==> config.mk <==
export PLATFORM = sky130hd
export DESIGN_NAME = serial_subtractor
export DESIGN_NICKNAME = d
export VERILOG_FILES = /design/src/rtl/serial_subtractor.sv
export SDC_FILE = /design/constraint.sdc
export NUM_CORES = 1
export LEC_CHECK = 0
export BUFFER_PORTS_ARGS = -buffer_cell sky130_fd_sc_hd__buf_2
export CORE_ASPECT_RATIO = 0.9
export CORE_MARGIN = 3
export CORE_UTILIZATION = 52
export DETAILED_ROUTE_END_ITERATION = 10
export PLACE_DENSITY = 0.74
export REMOVE_ABC_BUFFERS = 1
export SLEW_MARGIN = 20
export SYNTH_ARGS = -nofsm -noshare
export SYNTH_HDL_FRONTEND = slang
export SYNTH_SLANG_ARGS = --single-unit
==> constraint.sdc <==
create_clock -name clk -period 1.6 [get_ports clk]
set_clock_uncertainty 0.05 [all_clocks]
set_input_delay 0.08 -clock clk [delete_from_list [all_inputs] [get_ports clk]]
set_output_delay 0.08 -clock clk [all_outputs]
set_load 0.02 [all_outputs]
==> src/rtl/serial_subtractor.sv <==
// Bit-serial subtractor: diff = a - b - bin, LSB first, one bit per clock.
// A single full-subtractor cell is reused every cycle; the borrow is carried in a flop.
module serial_subtractor #(
   parameter int unsigned WIDTH = 8
) (
   input  logic             clk,
   input  logic             rst_n,
   input  logic             start,
   input  logic [WIDTH-1:0] a,
   input  logic [WIDTH-1:0] b,
   input  logic             bin,
   output logic             busy,
   output logic             done,
   output logic [WIDTH-1:0] diff,
   output logic             borrow,
   output logic             overflow
);

   localparam int unsigned CW = (WIDTH > 1) ? $clog2(WIDTH) : 1;
   localparam logic [CW-1:0] CntLast = CW'(WIDTH - 1);

   typedef enum logic [1:0] {StIdle, StRun, StDone} state_e;

   state_e           state_q, state_d;
   logic [WIDTH-1:0] a_sh_q, a_sh_d;
   logic [WIDTH-1:0] b_sh_q, b_sh_d;
   logic [WIDTH-1:0] diff_q, diff_d;
   logic [CW-1:0]    cnt_q, cnt_d;
   logic             brw_q, brw_d;
   logic             a_msb_q, a_msb_d;
   logic             b_msb_q, b_msb_d;
   logic             borrow_q, borrow_d;
   logic             ovf_q, ovf_d;
   logic             done_q, done_d;

   // Full-subtractor cell fed from the low bits of the operand shifters.
   logic cell_x, cell_y, cell_d, cell_bout;
   assign cell_x    = a_sh_q[0];
   assign cell_y    = b_sh_q[0];
   assign cell_d    = cell_x ^ cell_y ^ brw_q;
   assign cell_bout = (~cell_x & cell_y) | (~(cell_x ^ cell_y) & brw_q);

   // Next-state and datapath update; every register holds unless written below.
   always_comb begin
      state_d  = state_q;
      a_sh_d   = a_sh_q;
      b_sh_d   = b_sh_q;
      diff_d   = diff_q;
      cnt_d    = cnt_q;
      brw_d    = brw_q;
      a_msb_d  = a_msb_q;
      b_msb_d  = b_msb_q;
      borrow_d = borrow_q;
      ovf_d    = ovf_q;
      done_d   = 1'b0;
      unique case (state_q)
         StIdle, StDone: begin
            if (start) begin
               // Fresh load; results from the previous operation are cleared here.
               state_d  = StRun;
               a_sh_d   = a;
               b_sh_d   = b;
               brw_d    = bin;
               cnt_d    = '0;
               diff_d   = '0;
               borrow_d = 1'b0;
               ovf_d    = 1'b0;
               a_msb_d  = a[WIDTH-1];
               b_msb_d  = b[WIDTH-1];
            end else begin
               state_d = StIdle;
            end
         end
         StRun: begin
            diff_d = {cell_d, diff_q[WIDTH-1:1]};
            brw_d  = cell_bout;
            a_sh_d = a_sh_q >> 1;
            b_sh_d = b_sh_q >> 1;
            if (cnt_q == CntLast) begin
               // This edge consumes the MSB: publish borrow and signed overflow.
               state_d  = StDone;
               done_d   = 1'b1;
               borrow_d = cell_bout;
               ovf_d    = (a_msb_q != b_msb_q) && (cell_d != a_msb_q);
            end else begin
               cnt_d = cnt_q + 1'b1;
            end
         end
         default: state_d = StIdle;
      endcase
   end

   // State and datapath registers with asynchronous active-low clear.
   always_ff @(posedge clk or negedge rst_n) begin
      if (!rst_n) begin
         state_q  <= StIdle;
         a_sh_q   <= '0;
         b_sh_q   <= '0;
         diff_q   <= '0;
         cnt_q    <= '0;
         brw_q    <= 1'b0;
         a_msb_q  <= 1'b0;
         b_msb_q  <= 1'b0;
         borrow_q <= 1'b0;
         ovf_q    <= 1'b0;
         done_q   <= 1'b0;
      end else begin
         state_q  <= state_d;
         a_sh_q   <= a_sh_d;
         b_sh_q   <= b_sh_d;
         diff_q   <= diff_d;
         cnt_q    <= cnt_d;
         brw_q    <= brw_d;
         a_msb_q  <= a_msb_d;
         b_msb_q  <= b_msb_d;
         borrow_q <= borrow_d;
         ovf_q    <= ovf_d;
         done_q   <= done_d;
      end
   end

   assign busy     = (state_q == StRun);
   assign done     = done_q;
   assign diff     = diff_q;
   assign borrow   = borrow_q;
   assign overflow = ovf_q;

endmodule

Word-level counts from Yosys, hierarchy flattened
Index checks and enable logic that the tools add are counted.

cells by class
  shifts and indexed selects = 0
  $lt $le $gt $ge = 0
  divide/modulo/power cells = 0
  bitwise logic cells = 7
  eq/ne operators = 8
  mux-type cells = 21
  multiply operators = 0
  add/sub/neg operators = 1
  reduce and logical (&&, ||, !) cells = 8

operators with widths
  operator               count
  $pmux W8 S2            3
  $mux W8                3
  $mux W1                7
  $mux W3                2
  $pmux W1 S2            3
  $pmux W3 S2            1
  $reduce_and A3 Y1      2
  $ne A2 B2 Y1 const B   2
  $pmux W2 S2            1
  $reduce_and A2 Y1      2
  $add A3 B1 Y3 const B  1
  $eq A3 B3 Y1 const B   1
  $and A1 B1 Y1          2
  $eq A2 B1 Y1 const B   1
  $eq A2 B2 Y1 const B   1
  $logic_not A2 Y1       1
  $mux W2                1
  $ne A1 B1 Y1           2
  $ne A2 B1 Y1 const B   1
  $not A1 Y1             2
  $reduce_bool A2 Y1     1
  $reduce_or A2 Y1       1
  $xor A1 B1 Y1          2
  $logic_and A1 B1 Y1    1
  $or A1 B1 Y1           1

word-level totals
  output and inout bits = 12
  bits in writable memories = 0
  input bits = 20
  bits in registers = 35
  bits in read-only memories = 0
  word-level logic and storage cells = 56
  bits in latches = 0
  memories kept = 0

Longest topological paths before layout
Gate-level depths: netlist (run 1).

  depth in word-level cells = 6
  gate-level depth with buffers = 6

Worst setup path after synthesis (run 1)
OpenSTA, ideal clock, no wires.

  path type = register to register
  start point = register cnt_q[0]
  end point = register cnt_q[0]
  setup slack = 0.083 ns
  path buffers = 1
  setup time = 0.122 ns
  stages on the path, launching flop included = 7
  arrival time = 1.345 ns
  data required time = 1.428 ns
  path through = dfrtp_1 -> ha_1 -> ha_1 -> or3b_1 -> buf_2 -> nand3_1 -> o21ai_1

between the ends
  word-level cells in the longest chain between the ends = 3
  elaborated cells on any way between the ends = 6
  those cells by class = 1 x add/sub; 2 x eq/ne; 2 x mux; 1 x reduce/logical

RTL lines
  what                                                     line    source
  start: declaration                                       28      logic [CW-1:0] cnt_q, cnt_d;
  start signal: assignment                                 112     cnt_q <= cnt_d;
  $add A3 B1 Y3 / $eq A3 B3 Y1 (equally long branches)     86, 79
  $mux W3 / $ne A2 B2 Y1 (equally long branches)           -
  $pmux W3 S2 / $reduce_and A3 Y1 (equally long branches)  -

Several ways; a longest one is shown, not always the timed one. The select of a mux whose other input is x is not followed.
A chain may end at the register's enable or synchronous reset.

Worst setup path after layout (run 1)
  start point = register cnt_q[1]
  end point = register cnt_q[2]

Same word-level chain as after synthesis.

==> results of run 1 <==
==> cells by family (layout without fill, tap and decap cells) <==
logic type,Yosys count,in the layout,share of synthesized area [%]
AO/OA/AOI/OAI,31,31,14.6
adder cells (fa/ha/maj),3,3,3.03
buffers and inverters,15,70,4.30
flip-flops,35,35,59.0
multiplexers,2,2,1.35
AND/OR/NAND/NOR,61,61,17.8
==> worst max path at each step <==
stage / start / to
4_1_cts: cnt_q[0] / cnt_q[2]
5_1_grt: cnt_q[1] / cnt_q[1]
3_5_place_dp: cnt_q[0] / cnt_q[2]
2_1_floorplan: state_q[0] / a_sh_q[7]
3_3_place_gp: cnt_q[0] / cnt_q[0]
6_report: cnt_q[1] / cnt_q[2]
==> power groups by stage <==
stage	combinational [W]	clock [W]	sequential, W
after global placement	0.00150	0	0.00150
after global routing	0.00183	0.000735	0.00156
after CTS	0.00163	0.000683	0.00151
after detailed placement	0.00157	0	0.00153
after floorplan	0.000987	0	0.00160
final	0.00165	0.000664	0.00151
==> through the flow <==
stage,utilization (%),cells
floorplan,-,139
global placement,65.9,214
detailed placement,65.9,214
CTS,75.9,239
global route,76.4,240
finish,76.4,240
==> worst reg2reg max path, stage by stage (launching register included) <==
cell and delay (ps):
dfrtp_1 410, ha_2 190, ha_1 190, or3b_4 440, nand3_1 100, o21ai_1 80
==> synth_stat cells <==
cell type,count
or3b_1,1
nor3b_1,1
dfrtp_1,35
nor2b_1,2
inv_1,6
buf_1,1
a211oi_1,1
clkbuf_1,1
mux2i_1,2
nor2_1,14
nand3b_1,1
inv_2,1
nor2_4,1
o21ai_1,3
fa_1,1
ha_1,2
buf_2,6
a22o_1,10
nand3_1,4
a31o_1,1
o21ai_0,1
a21oi_1,1
nand2_1,35
a31oi_1,14
nand2b_1,2
==> what timing repair did <==
item                                    CTS  global route
pin swaps                                 0             2
hold buffers                             17             0
buffers inserted                          0             1
endpoints found under the setup margin    3             5
resized for setup                         1             3
hold endpoints to repair                 53             0
==> registers in the layout, summed over array words and instances, names as in the netlist <==
name      count
b_msb_q       1
borrow        1
overflow      1
a_sh_q        8
cnt_q         3
diff          8
a_msb_q       1
brw_q         1
state_q       2
b_sh_q        8
done          1
==> cell type report <==
type	instances	area, µm²
clock buffer	6	51.3
clock inverter	2	35.0
fill	194	607
inverter	7	28.8
multi-input combinational	97	551
sequential	35	876
tap	38	47.5
timing repair buffer	55	378
==> per-layer routing <==
| layer | track usage, % | vias up |
|---|---|---|
| met5 | 0 | - |
| met4 | 6.60 | 0 |
| met3 | 7.80 | 8 |
| met2 | 35.4 | 38 |
| met1 | 22.5 | 570 |
| li1 | - | 610 |
==> flow_metrics.tcl, run 1 <==
set metrics [dict create \
    r2r_cells 5 \
    path_clk_slew_ps 110 \
    setup_violations 0 \
    ir_worst_vdd_uv 1090 \
    criticalPathCategory "flop to flop" \
    cts_buffer_depth 2 \
    clock_latency_ps 340 \
    pwr-share-comb_pct 43.2 \
    worstMarginPinSlew_ps 755 \
    yosysWarnings 0 \
    cts_sinks 35 \
    p_total_w 0.00382 \
    max_stage_delay_ps 440 \
    hold_violations 0 \
    synth_cell_types 25 \
    dpl_cell_area_mm2 0.00170 \
    fin_setup_tns_ps 0 \
    power.density_mw_per_mm2 1940 \
    holdWs_ps 32.8 \
    fmax_ghz 0.646 \
    vias_per_cell 5.11 \
    status "finished, final reports clean" \
    num_antenna_cells 0 \
    p_sw_w 0.00146 \
    worstHoldStart "bin" \
    regToRegEndpoint "cnt_q[2]" \
    htree_levels 2 \
    core.rowCount 17 \
    drive_above_1_share_pct 24.8 \
    pwr-share-seq_pct 39.4 \
    cp-end-kind "flop" \
    hold_class "primary input to flop" \
    startpoint_type "flop" \
    routedWlPerCell_um 13.3 \
    grt_use_total_pct 20.2 \
    leakagePower_nw 0.986 \
    cts_buffers 5 \
    critical_path.top_delay_family "simple AND/OR/NAND/NOR gates" \
    ios 32 \
    synth_top_area_share_pct 59.0 \
    die_area_mm2 0.00353 \
    die_x_um 62.3 \
    worstPathRequired_ps 1790 \
    start_util_pct 57.7 \
    wl_met2_um 1650 \
    relSlewSlack_pct 49.7 \
    grt_max_degree 36 \
    syn_inst 147 \
    critPathSlowestCell "or3b_4" \
    gp_congestion 0.756 \
    drt_first_pass_iters 4 \
    grt_remaining_overflow 0 \
    syn_area_mm2 0.00149 \
    wl_met1_um 1320 \
    rsz0062_at_grt "true" \
    ant_nets 0 \
    cts_tree "yes" \
    synth_top_cells_by_area "dfrtp_1, nand2_1, a22o_1, a31oi_1, nor2_1" \
    grt_pass1_wl_um 5380 \
    ys_ff_latch 35 \
    top_layer "met4" \
    final_area_mm2 0.00197 \
    grt_antenna_before_repair 0 \
    slew_violations 0 \
    finalNetCount 224 \
    r2r_slack_ps 50 \
    core_area_mm2 0.00257 \
    r2r-start "cnt_q[1]" \
    wl_met3_um 166 \
    internal_power_w 0.00236 \
    synth.avg_cell_area_um2 10.1 \
    yosysTopAreaCell "dfrtp_1" \
    cts-root-buf "clkbuf_4" \
    num_vias 1226 \
    dp_hpwl_um 2090 \
    dpl_worst_slack_ps -34.4 \
    drc_errors 0 \
    grt_pass1_vias 1185 \
    area_delta_synth_final_pct 32.4 \
    drt_iter0_drc 67 \
    hold_depth 3 \
    drv_cap 0 \
    crit_cells 5 \
    synth-seq-area-share_pct 59.0 \
    crit_arrival_ps 1740 \
    crit_fanout 7 \
    dieHeight_um 56.7 \
    io_buffers 31 \
    mostFrequentLayoutCells "nand2_1, dfrtp_1, buf_2" \
    layout_setup_ws_ps 51.7 \
    cp_num_buf_inv 0 \
    crit_chain "ha_2 > ha_1 > or3b_4 > nand3_1 > o21ai_1" \
    wl_um 3190 \
    fin_crit_sh_pct 96.8 \
    swShare_pct 38.2 \
    period_needed_ps 1550 \
    power_frac_clock_pct 17.4 \
    hold_path_end "brw_q" \
]
(Power assumes the default switching activity.)
==> run 2, diff against run 1 <==
Settings changed: CORE_UTILIZATION 52 to 40, PLACE_DENSITY 0.74 to 0.61.
Clock period 1.6 ns to 1.2 ns, I/O delays scaled along.
==> run 2 against run 1 <==
Compared with the run above:
- highest routed layer unchanged
- final area rose by 19%
- sequential share of layout area fell by 7.1 points
- flip-flop and latch count did not move
- critical path depth did not move
- core utilization fell by 9.1 points
- the flow now finishes with violations (negative setup slack)
==> flow_metrics.tcl, run 2 (synthesized netlist as in run 1, its figures left out) <==
set metrics [dict create \
    mostFrequentLayoutCells "dfrtp_1, buf_2, nand2_1" \
    drive_above_1_share_pct 42.4 \
    relSlewSlack_pct 72.6 \
    core_area_mm2 0.00348 \
    core.rowCount 20 \
    worstPathRequired_ps 1330 \
    vias_per_cell 4.97 \
    status "finished with violations" \
    drt_first_pass_iters 4 \
    drc_errors 0 \
    htree_levels 2 \
    slew_violations 0 \
    holdWs_ps 56.4 \
    grt_antenna_before_repair 0 \
    die_x_um 70.2 \
    grt_remaining_overflow 0 \
    crit_arrival_ps 1610 \
    dieHeight_um 63.8 \
    final_cells 261 \
    finalNetCount 239 \
    grt_max_degree 24 \
    power.density_mw_per_mm2 2640 \
    final_common_cell "dfrtp_1" \
    clock_latency_ps 290 \
    grt_pass1_wl_um 5800 \
    dp_hpwl_um 2240 \
    criticalPathCategory "flop to flop" \
    layout_setup_ws_ps -281 \
    fmax_ghz 0.675 \
    num_vias 1296 \
    routedWlPerCell_um 14.0 \
    p_total_w 0.00618 \
    drt_iter0_drc 79 \
    io_buffers 31 \
    cts_buffers 5 \
    worstMarginPinSlew_ps 410 \
    period_needed_ps 1480 \
    fin_crit_sh_pct 123 \
    ant_nets 0 \
    cts_tree "yes" \
    hold_violations 0 \
    ir_worst_vdd_uv 1160 \
    dpl_worst_slack_ps -385 \
    num_antenna_cells 0 \
    cp-end-kind "flop" \
    cts_sinks 35 \
    die_area_mm2 0.00448 \
    leakagePower_nw 1.16 \
    cts_buffer_depth 2 \
    cts-root-buf "clkbuf_8" \
    utilization_pct 67.3 \
    gp_congestion 0.775 \
    hold_class "primary input to flop" \
    rsz0062_at_grt "true" \
    startpoint_type "flop" \
    crit_fanout 7 \
    fillers 258 \
    drv_cap 0 \
    wl_um 3640 \
    setup_violations 20 \
    dpl.cell_count 225 \
    grt_use_total_pct 16.4 \
    ios 32 \
    area_delta_synth_final_pct 57.6 \
    start_util_pct 42.7 \
    violations "negative setup slack" \
    path_clk_slew_ps 70 \
    grt_pass1_vias 1249 \
]
[run 2: final timing paths]
kind                          start    endpoint  slack [ps]  depth (start not counted)
max in group asynchronous     rst_n  state_q[0]         470                          3
min in group asynchronous     rst_n     diff[6]         170                          2
min                             bin       brw_q          60                          3
max reg2reg                cnt_q[0]    cnt_q[1]        -280                          5
max                        cnt_q[0]    cnt_q[1]        -280                          5
min reg2reg                 diff[0]     diff[0]         450                          1
[run 2: final cells by class]
cell class                 count  area, µm²  area share [%]
clock buffer                   6       82.6            3.53
clock inverter                 2       35.0            1.50
inverter                       7       31.3            1.34
multi-input combinational     98        699            29.9
sequential                    35        877            37.5
tap                           44       55.1            2.35
timing repair buffer          69        561            23.9
[run 2: what timing repair did]
item,in CTS,in global routing
buffers inserted,5,4
endpoints found under the setup margin,32,34
cloned,1,1
hold endpoints to repair,52,1
pin swaps,9,26
hold buffers,16,1
gates resized for setup,26,29
[run 2: metal layers]
metal / GRT usage (%) / share of wire, % / vias up
met1: 21.1 / 46 / 615
met4: 5.02 / 1.0 / 0
li1: - / - / 645
met5: 0 / 0 / -
met3: 4.25 / 4.3 / 5
met2: 27.1 / 49 / 31
[run 2: per-stage QoR]
| stage | area (µm²) | TNS [ps] |
|---|---|---|
| after global routing | 2340 | -3030 |
| after CTS | 2190 | -1480 |
| final | 2340 | -1700 |
| after floorplan | 1450 | -14140 |
| after global placement | 1770 | -1970 |
| after detailed placement | 1770 | -2580 |
[run 2: power breakdown]
group	switching (W)	internal, W
clock network	0.000434	0.000672
logic	0.00153	0.00147
registers	0.000362	0.00171
[run 2: critical path: stages (launching register included)]
cell	delay, ps
dfrtp_1	390
ha_2	200
ha_4	150
or3b_4	420
nand3_2	90
o21ai_1	60
